$ cat config.mk
export PLATFORM = sky130hd
export DESIGN_NAME = program_sequencer
export DESIGN_NICKNAME = d
export VERILOG_FILES = /design/src/rtl/mpu_pkg.sv /design/src/rtl/return_stack.sv /design/src/rtl/program_sequencer.sv
export SDC_FILE = /design/constraint.sdc
export NUM_CORES = 1
export LEC_CHECK = 0
export ABC_CLOCK_PERIOD_IN_PS = 3300
export CORE_ASPECT_RATIO = 0.8
export CORE_MARGIN = 2
export CORE_UTILIZATION = 53
export CTS_BUF_LIST = sky130_fd_sc_hd__clkbuf_8
export DETAILED_ROUTE_END_ITERATION = 8
export PLACE_DENSITY_LB_ADDON = 0.2
export SLEW_MARGIN = 20
export SYNTH_ARGS = -nofsm -noshare
export SYNTH_HDL_FRONTEND = slang
export SYNTH_HIERARCHICAL = 1
export SYNTH_SLANG_ARGS = --single-unit
$ cat constraint.sdc
create_clock -name clk -period 3.3 [get_ports clk]
set_input_delay 0.33 -clock clk [delete_from_list [all_inputs] [get_ports clk]]
set_output_delay 0.33 -clock clk [all_outputs]
set_load 0.05 [all_outputs]
$ cat src/rtl/mpu_pkg.sv
// Shared definitions for the MPU program sequencer: default sizes, the
// sequencer state encoding and the branch-target helper.
package mpu_pkg;

    localparam int PM_ADDR_W_DEF   = 8;
    localparam int STACK_DEPTH_DEF = 4;

    typedef enum logic [1:0] {
        SEQ_RESET = 2'd0,
        SEQ_RUN   = 2'd1,
        SEQ_HOLD  = 2'd2
    } seq_state_t;

    // Branch targets are always 16-word aligned: the decoder nibble selects the page.
    function automatic logic [7:0] branch_target(input logic [3:0] nibble);
        return {nibble, 4'h0};
    endfunction

endpackage

$ cat src/rtl/return_stack.sv
// LIFO of return addresses for call/ret. Overflowing pushes and underflowing
// pops are ignored here; the sequencer flags them.
module return_stack #(
    parameter int DEPTH = 4,
    parameter int WIDTH = 8
) (
    input  logic             clk,
    input  logic             reset_n,
    input  logic             push_i,
    input  logic             pop_i,
    input  logic [WIDTH-1:0] data_i,
    output logic [WIDTH-1:0] data_o,
    output logic             full_o,
    output logic             empty_o
);

    localparam int CNT_W = $clog2(DEPTH + 1);
    localparam int PTR_W = $clog2(DEPTH);

    logic [WIDTH-1:0] mem_q [DEPTH];
    logic [CNT_W-1:0] count_q;
    logic [PTR_W-1:0] wr_idx_s;
    logic [PTR_W-1:0] rd_idx_s;

    assign full_o   = (count_q == CNT_W'(DEPTH));
    assign empty_o  = (count_q == CNT_W'(0));
    assign wr_idx_s = PTR_W'(count_q);
    assign rd_idx_s = PTR_W'(count_q - CNT_W'(1));
    assign data_o   = mem_q[rd_idx_s];

    // Stack storage and occupancy; reset discards every entry.
    always_ff @(posedge clk or negedge reset_n) begin
        if (!reset_n) begin
            count_q <= CNT_W'(0);
            for (int i = 0; i < DEPTH; i++) begin
                mem_q[i] <= WIDTH'(0);
            end
        end else if (push_i && !full_o) begin
            mem_q[wr_idx_s] <= data_i;
            count_q         <= count_q + CNT_W'(1);
        end else if (pop_i && !empty_o) begin
            count_q <= count_q - CNT_W'(1);
        end else begin
            count_q <= count_q;
        end
    end

endmodule

$ cat src/rtl/program_sequencer.sv
// Program-memory address sequencer: increment, jump, conditional jump,
// call/ret through a return stack, and a stall that freezes all state.
module program_sequencer
    import mpu_pkg::*;
#(
    parameter int PM_ADDR_W   = PM_ADDR_W_DEF,
    parameter int STACK_DEPTH = STACK_DEPTH_DEF
) (
    input  logic                 clk,
    input  logic                 reset_n,
    input  logic                 jmp,
    input  logic                 jmp_nz,
    input  logic [3:0]           jmp_addr,
    input  logic                 dont_jmp,
    input  logic                 call,
    input  logic                 ret,
    input  logic                 hold,
    output logic [PM_ADDR_W-1:0] pm_addr,
    output logic [PM_ADDR_W-1:0] pc,
    output logic                 stack_err,
    output logic [1:0]           state
);

    seq_state_t           state_q;
    logic [PM_ADDR_W-1:0] pm_addr_q;
    logic [PM_ADDR_W-1:0] pm_addr_d;
    logic [PM_ADDR_W-1:0] pc_q;
    logic                 stack_err_q;
    logic                 stack_err_d;

    logic                 active_s;
    logic                 push_s;
    logic                 pop_s;
    logic [PM_ADDR_W-1:0] target_s;
    logic [PM_ADDR_W-1:0] inc_s;
    logic [PM_ADDR_W-1:0] ret_addr_s;
    logic [PM_ADDR_W-1:0] stack_top_s;
    logic                 stack_full_s;
    logic                 stack_empty_s;

    assign active_s   = (state_q != SEQ_RESET) && !hold;
    assign target_s   = PM_ADDR_W'(branch_target(jmp_addr));
    assign inc_s      = pm_addr_q + PM_ADDR_W'(1);
    assign ret_addr_s = pc_q + PM_ADDR_W'(1);

    return_stack #(
        .DEPTH (STACK_DEPTH),
        .WIDTH (PM_ADDR_W)
    ) u_return_stack (
        .clk     (clk),
        .reset_n (reset_n),
        .push_i  (push_s),
        .pop_i   (pop_s),
        .data_i  (ret_addr_s),
        .data_o  (stack_top_s),
        .full_o  (stack_full_s),
        .empty_o (stack_empty_s)
    );

    // Next-address mux: ret > call > jmp > jmp_nz > increment; ret beats call so a
    // simultaneous pair never pushes.
    always_comb begin
        pm_addr_d   = inc_s;
        stack_err_d = stack_err_q;
        push_s      = 1'b0;
        pop_s       = 1'b0;
        if (!active_s) begin
            pm_addr_d = pm_addr_q;
        end else if (ret) begin
            if (stack_empty_s) begin
                stack_err_d = 1'b1;
            end else begin
                pop_s     = 1'b1;
                pm_addr_d = stack_top_s;
            end
        end else if (call) begin
            pm_addr_d = target_s;
            if (stack_full_s) begin
                stack_err_d = 1'b1;
            end else begin
                push_s = 1'b1;
            end
        end else if (jmp || (jmp_nz && !dont_jmp)) begin
            pm_addr_d = target_s;
        end else begin
            pm_addr_d = inc_s;
        end
    end

    // Sequencer FSM with registered address, pc, error and state outputs.
    always_ff @(posedge clk or negedge reset_n) begin
        if (!reset_n) begin
            state_q     <= SEQ_RESET;
            pm_addr_q   <= PM_ADDR_W'(0);
            pc_q        <= PM_ADDR_W'(0);
            stack_err_q <= 1'b0;
        end else begin
            case (state_q)
                SEQ_RESET: begin
                    state_q   <= SEQ_RUN;
                    pm_addr_q <= PM_ADDR_W'(0);
                    pc_q      <= pm_addr_q;
                end
                SEQ_RUN, SEQ_HOLD: begin
                    if (hold) begin
                        state_q <= SEQ_HOLD;
                    end else begin
                        state_q     <= SEQ_RUN;
                        pm_addr_q   <= pm_addr_d;
                        pc_q        <= pm_addr_q;
                        stack_err_q <= stack_err_d;
                    end
                end
                default: begin
                    state_q <= SEQ_RESET;
                end
            endcase
        end
    end

    assign pm_addr   = pm_addr_q;
    assign pc        = pc_q;
    assign stack_err = stack_err_q;
    assign state     = state_q;

endmodule

Word level (Yosys, flattened, before mapping). Cells that the tools add are included. W data, S select, Z words.

Input port bits: 12. Register bits: 54. Output and inout port bits: 19.

Reduce and logical (&&, ||, !) cells: 21. Eq/ne operators: 6. Add/sub/neg operators: 4. Muxes and demuxes: 30. Bitwise operators: 3. Magnitude comparators: 3.

Operators by type and width (count): $mux W8 (10); $bwmux W32 (1); $pmux W8 S2 (2); $add A8 B1 Y8 const B (2); $bmux W8 S2 (1); $demux W8 S2 (1); $mux W1 (11); $reduce_bool A2 Y1 (5); $ge A3 B3 Y1 const B (2); $mux W3 (2); $not A2 Y3 (2); $reduce_and A6 Y1 (1); $logic_and A1 B1 Y1 (5); $logic_not A1 Y1 (4); $ne A2 B2 Y1 const B (2); $pmux W2 S2 (1); $add A3 B1 Y3 const B (1); $eq A3 B3 Y1 const B (1); $logic_not A3 Y1 (1); $lt A3 B1 Y1 const B (1); $reduce_and A3 Y1 (1); $sub A3 B1 Y3 const B (1); $eq A2 B1 Y1 const B (1); $eq A2 B2 Y1 const B (1); 7 further kinds (7).

Depth between registers and ports, before layout.
Word-level depth: 10. Mapped depth: 12.

Modules after synthesis. Netlist, hierarchy kept.

Modules (own cells, without submodules): return_stack (area each 1835.5 um^2, cells each 112, times used 1); program_sequencer (area each 1153.6 um^2, cells each 120, times used 1).

Least setup slack after synthesis. Ideal clock, no wire load.

Path kind: reg2reg. Start: register u_return_stack.count_q[0]. End: register u_return_stack/mem_q[7] (netlist name). Path buffers: 2. Stages on the path, launching flop included: 12. Library setup time: 125 ps. Required time: 3175 ps. Setup slack: 770 ps. Arrival time: 2405 ps. Path through: dfrtp_1 > buf_4 > inv_1 > ha_1 > nand2_4 > inv_1 > nor2_1 > nand2_1 > nor3_1 > buf_6 > nand3_4 > mux2_4.

Longest elaborated chain between the ends: 6.

RTL lines: start, declared (RTL line return_stack.sv:21) `logic [CNT_W-1:0] count_q;`; start signal, assigned (RTL line return_stack.sv:40) `count_q <= count_q + CNT_W'(1);`; start signal, assigned (RTL line return_stack.sv:42) `count_q <= count_q - CNT_W'(1);`; start signal, assigned (RTL line return_stack.sv:44) `count_q <= count_q;`; $eq A3 B3 Y1 (RTL line return_stack.sv:25) `assign full_o = (count_q == CNT_W'(DEPTH));`; net stack_full_s (RTL line program_sequencer.sv:38) `logic stack_full_s;`; $mux W1 (RTL line program_sequencer.sv:78) `if (stack_full_s) begin`; $mux W1 (RTL line program_sequencer.sv:76) `end else if (call) begin`; $mux W1 (RTL line program_sequencer.sv:69) `end else if (ret) begin`; $mux W1 (RTL line program_sequencer.sv:67) `if (!active_s) begin`; net push_s (RTL line program_sequencer.sv:32) `logic push_s;`; $logic_and A1 B1 Y1 (RTL line return_stack.sv:38) `end else if (push_i && !full_o) begin`; end signal, assigned by index (RTL line return_stack.sv:39) `mem_q[wr_idx_s] <= data_i;`; end, declared (RTL line return_stack.sv:20) `logic [WIDTH-1:0] mem_q [DEPTH];`.

The timed path passes the listed nets, and every way through them passes these cells. A chain may end at the register's enable or synchronous reset.

Final worst setup path.
Start: register u_return_stack.count_q[1]. End: register u_return_stack.count_q[1].

RTL lines: $logic_not A3 Y1 (RTL line return_stack.sv:26) `assign empty_o = (count_q == CNT_W'(0));`; net stack_empty_s (RTL line program_sequencer.sv:39) `logic stack_empty_s;`; $mux W1 (RTL line program_sequencer.sv:70) `if (stack_empty_s) begin`; $mux W1 (RTL line program_sequencer.sv:69); $mux W1 (RTL line program_sequencer.sv:67); net pop_s (RTL line program_sequencer.sv:33) `logic pop_s;`; $logic_and A1 B1 Y1 (RTL line return_stack.sv:41) `end else if (pop_i && !empty_o) begin`; $reduce_bool A2 Y1 (no line).

The timed path passes the listed nets, and every way through them passes these cells. The select of a mux whose other input is x is not followed.

==> flow_metrics.env <==
export IMPL_holdWs_ns=0.100
export IMPL_synth_compound_area_share_pct=10.1
export IMPL_cts_setup_buffers=0
export IMPL_start_util_pct=55.0
export IMPL_n_fill_cell=412
export IMPL_met1_usage_pct=33.8
export IMPL_drt_wl_total_um=6340
export IMPL_fin_cells=344
export IMPL_post_dp_cell_area_um2=3370
export IMPL_clk_latency_ns=0.30
export IMPL_vias=1958
export IMPL_post_cts_resized=0
export IMPL_maxSlewHeadroom_pct=46.8
export IMPL_maxCapViolCount=0
export IMPL_grt_use_met3_pct=4.32
export IMPL_clkPwrFrac_pct=12.5
export IMPL_worstPathMaxFanout=11
export IMPL_rows=24
export IMPL_dieWidth_um=88.0
export IMPL_overflow=0
export IMPL_fin_nets=286
export IMPL_grt_pass1_wl_um=10500
export IMPL_synth_top_flop_cell="dfrtp_1"
export IMPL_fin_crit_sh_pct=82.0
export IMPL_finalClockSkew_ns=0.00890
export IMPL_synthCells=232
export IMPL_antenna_found_initial=0
export IMPL_final_core_util_pct=63.6
export IMPL_cp_end_kind="flip-flop"
export IMPL_worstHoldPathType="primary input to async pin"
export IMPL_portBuffers=30
export IMPL_yosysUniqueCellTypes=49
export IMPL_rr_startpoint="u_return_stack/count_q[1]"
export IMPL_p_sw_share_pct=42.7
export IMPL_rsz0062_at_grt="false"
export IMPL_syn2layout_area_growth_pct=15.6
export IMPL_share_comb_of_total_power_pct=51.6
export IMPL_finalHoldViolations=0
export IMPL_grt_pass1_vias=2002
export IMPL_place_gp_congestion=0.774
export IMPL_ys_warn_count=6
export IMPL_gr_max_usage_layer="met2"
export IMPL_worst_pin_slew_ns=0.792
export IMPL_syn_nets=253
export IMPL_vias_per_cell=5.69
export IMPL_p_leak_nw=1.63
export IMPL_cts_buffer_depth=2
export IMPL_postRouteAntennaNets=0
export IMPL_path_class="flip-flop to flip-flop"
export IMPL_synthSimpleGateAreaFrac_pct=10.9
export IMPL_power_density_nw_per_um2=843
export IMPL_ioPinCount=31
export IMPL_worst_slack_ns=0.595
export IMPL_fp_dieArea_um2=6260
export IMPL_p_sw_mw=1.24
export IMPL_rrSetupSlack_ns=0.59
export IMPL_avgSynthCellArea_um2=12.9
export IMPL_finalInstanceArea_um2=3460
export IMPL_cp_data_required_time_ns=3.51
export IMPL_synth_seq_cells=54
export IMPL_remaining_drc_errors=0
export IMPL_setup_viol=0
export IMPL_synth_area_um2=2990
export IMPL_intPower_mw=1.67
export IMPL_period_needed_ns=2.71
export IMPL_synth_xor_area_share_pct=2.05
export IMPL_synth_top_family_by_area="multiplexers"
export IMPL_synth_edf_count=0
export IMPL_status="completed"
export IMPL_final_setup_tns_ns=0
export IMPL_grt_max_degree=37
export IMPL_cts_made_buffers=5
export IMPL_cts_tree="yes"
export IMPL_async_flop_share_pct=100
export IMPL_power_mw=2.91
export IMPL_grt_met2_usage_pct=34.3
export IMPL_power_frac_seq_pct=35.9
export IMPL_final_common_cell="dfrtp_1"
export IMPL_post_route_cells_drive_above_1_share_pct=24.1
export IMPL_coreArea_um2=5440
export IMPL_drv_slew=0
export IMPL_synth_fa_ha_area_share_pct=3.77
export IMPL_first_pass_iters=4
export IMPL_r2r_end="u_return_stack/count_q[1]"
export IMPL_start_kind="flip-flop"
export IMPL_place_inst=336
export IMPL_hold_buffers=0
export IMPL_htreeDepth=2
export IMPL_max_freq_mhz=370
export IMPL_crit_arrival_ns=2.92
export IMPL_pre_cts_ws_ns=0.627
export IMPL_drtIter0Drc=149
export IMPL_cts_clk_slew_worst_paths_ns=0.10
export IMPL_dp_hpwl_um=4400
export IMPL_cts_root_buf="clkbuf_8"
export IMPL_fp_dieH_um=71.2
export IMPL_wl_per_cell_um=18.4
export IMPL_grt_usage_pct=22.6
export IMPL_final_cell_mix="dfrtp_1 (54), clkdlybuf4s50_1 (29), mux2_4 (24)"
export IMPL_ff2ff_path_depth=9
export IMPL_ir_drop_uv=526
export IMPL_muxShareOfSynthArea_pct=25.2
export IMPL_clkSinkCount=54
export IMPL_diodes=0
export IMPL_ys_seq_area_share_pct=45.2
[final cells by class]
cell class,count,area [µm²],share of cell area [%]
multi-input cells,160,1560,45.1
flip-flops and latches,54,1350,39.1
repair buffers,33,318,9.20
well taps,78,97.6,2.82
clock buffers,5,68.8,1.99
inverters,11,43.8,1.27
clock inverters,3,17.5,0.507
[how the worst max path moves through the flow]
stage / slack, ns / startpoint / end
after floorplan: 0.77 / u_return_stack/count_q[0] / u_return_stack/mem_q[7]
after global placement: 0.77 / u_return_stack/count_q[1] / u_return_stack/count_q[1]
after detailed placement: 0.63 / u_return_stack/count_q[1] / u_return_stack/count_q[1]
after CTS: 0.60 / u_return_stack/count_q[1] / u_return_stack/count_q[1]
after global routing: 0.40 / u_return_stack/count_q[1] / u_return_stack/count_q[1]
final: 0.59 / u_return_stack/count_q[1] / u_return_stack/count_q[1]
[state kept, by name (all words and copies together), names as in the netlist]
| signal | count |
|---|---|
| u_return_stack/mem_q | 32 |
| state | 2 |
| pm_addr | 8 |
| u_return_stack/count_q | 3 |
| pc | 8 |
| stack_err | 1 |
[layer usage]
| layer | up-vias | wire length (µm) | part of all wire [%] |
|---|---|---|---|
| met5 | - | 0 | 0 |
| met4 | 0 | 39 | 0.62 |
| met3 | 4 | 267 | 4.2 |
| met2 | 44 | 2850 | 45 |
| met1 | 986 | 3180 | 50 |
| li1 | 924 | - | - |
[Yosys cell counts (2+ instances only)]
cell	number	area share (%)
a21o_1	2	0.50
a21oi_1	5	0.84
a22o_1	2	0.59
and2_1	2	0.42
and3_1	4	0.84
clkbuf_1	3	0.38
dfrtp_1	54	45
ha_1	9	3.8
inv_1	10	1.3
mux2_1	8	3.0
mux2_2	9	3.4
mux2_4	24	12
mux2i_1	2	0.67
mux4_2	8	6.0
nand2_1	15	1.9
nand2b_1	3	0.63
nand3_1	5	0.84
nand3_4	3	1.8
nor2_1	8	1.0
nor3_1	2	0.33
o2111ai_1	3	0.88
o211a_1	3	1.0
o211ai_1	4	1.0
o21a_1	3	0.75
o21ai_0	9	1.5
o221ai_1	2	0.59
or2_2	2	0.42
or3_1	2	0.42
xnor2_1	5	1.5
xor2_1	2	0.59
[cells by family (layout without fill, tap and decap cells)]
group	after synthesis	count (layout)
AOI/OAI and AO/OA	42	42
xor gates and xnor gates	7	7
adders and majority gates	9	9
buffers and inverters	18	52
DFF	54	54
muxes	51	51
and+or+nand+nor	51	51
[power groups by stage]
stage / clock (mW) / sequential (mW) / combinational (mW)
finish: 0.363 / 1.05 / 1.50
detailed placement: 0 / 1.06 / 1.50
global placement: 0 / 1.05 / 1.48
CTS: 0.378 / 1.05 / 1.51
global route: 0.408 / 1.08 / 1.62
floorplan: 0 / 1.25 / 0.902
[worst max-delay path, stage by stage (launching register included)]
cell      delay, ns
dfrtp_1        0.40
inv_1          0.10
ha_1           0.31
nand2b_4       0.14
inv_4          0.05
nand2b_1       0.33
nor3_1         0.70
mux2i_1        0.16
a32o_1         0.24
a22oi_1        0.19
(Power assumes the default switching activity.)
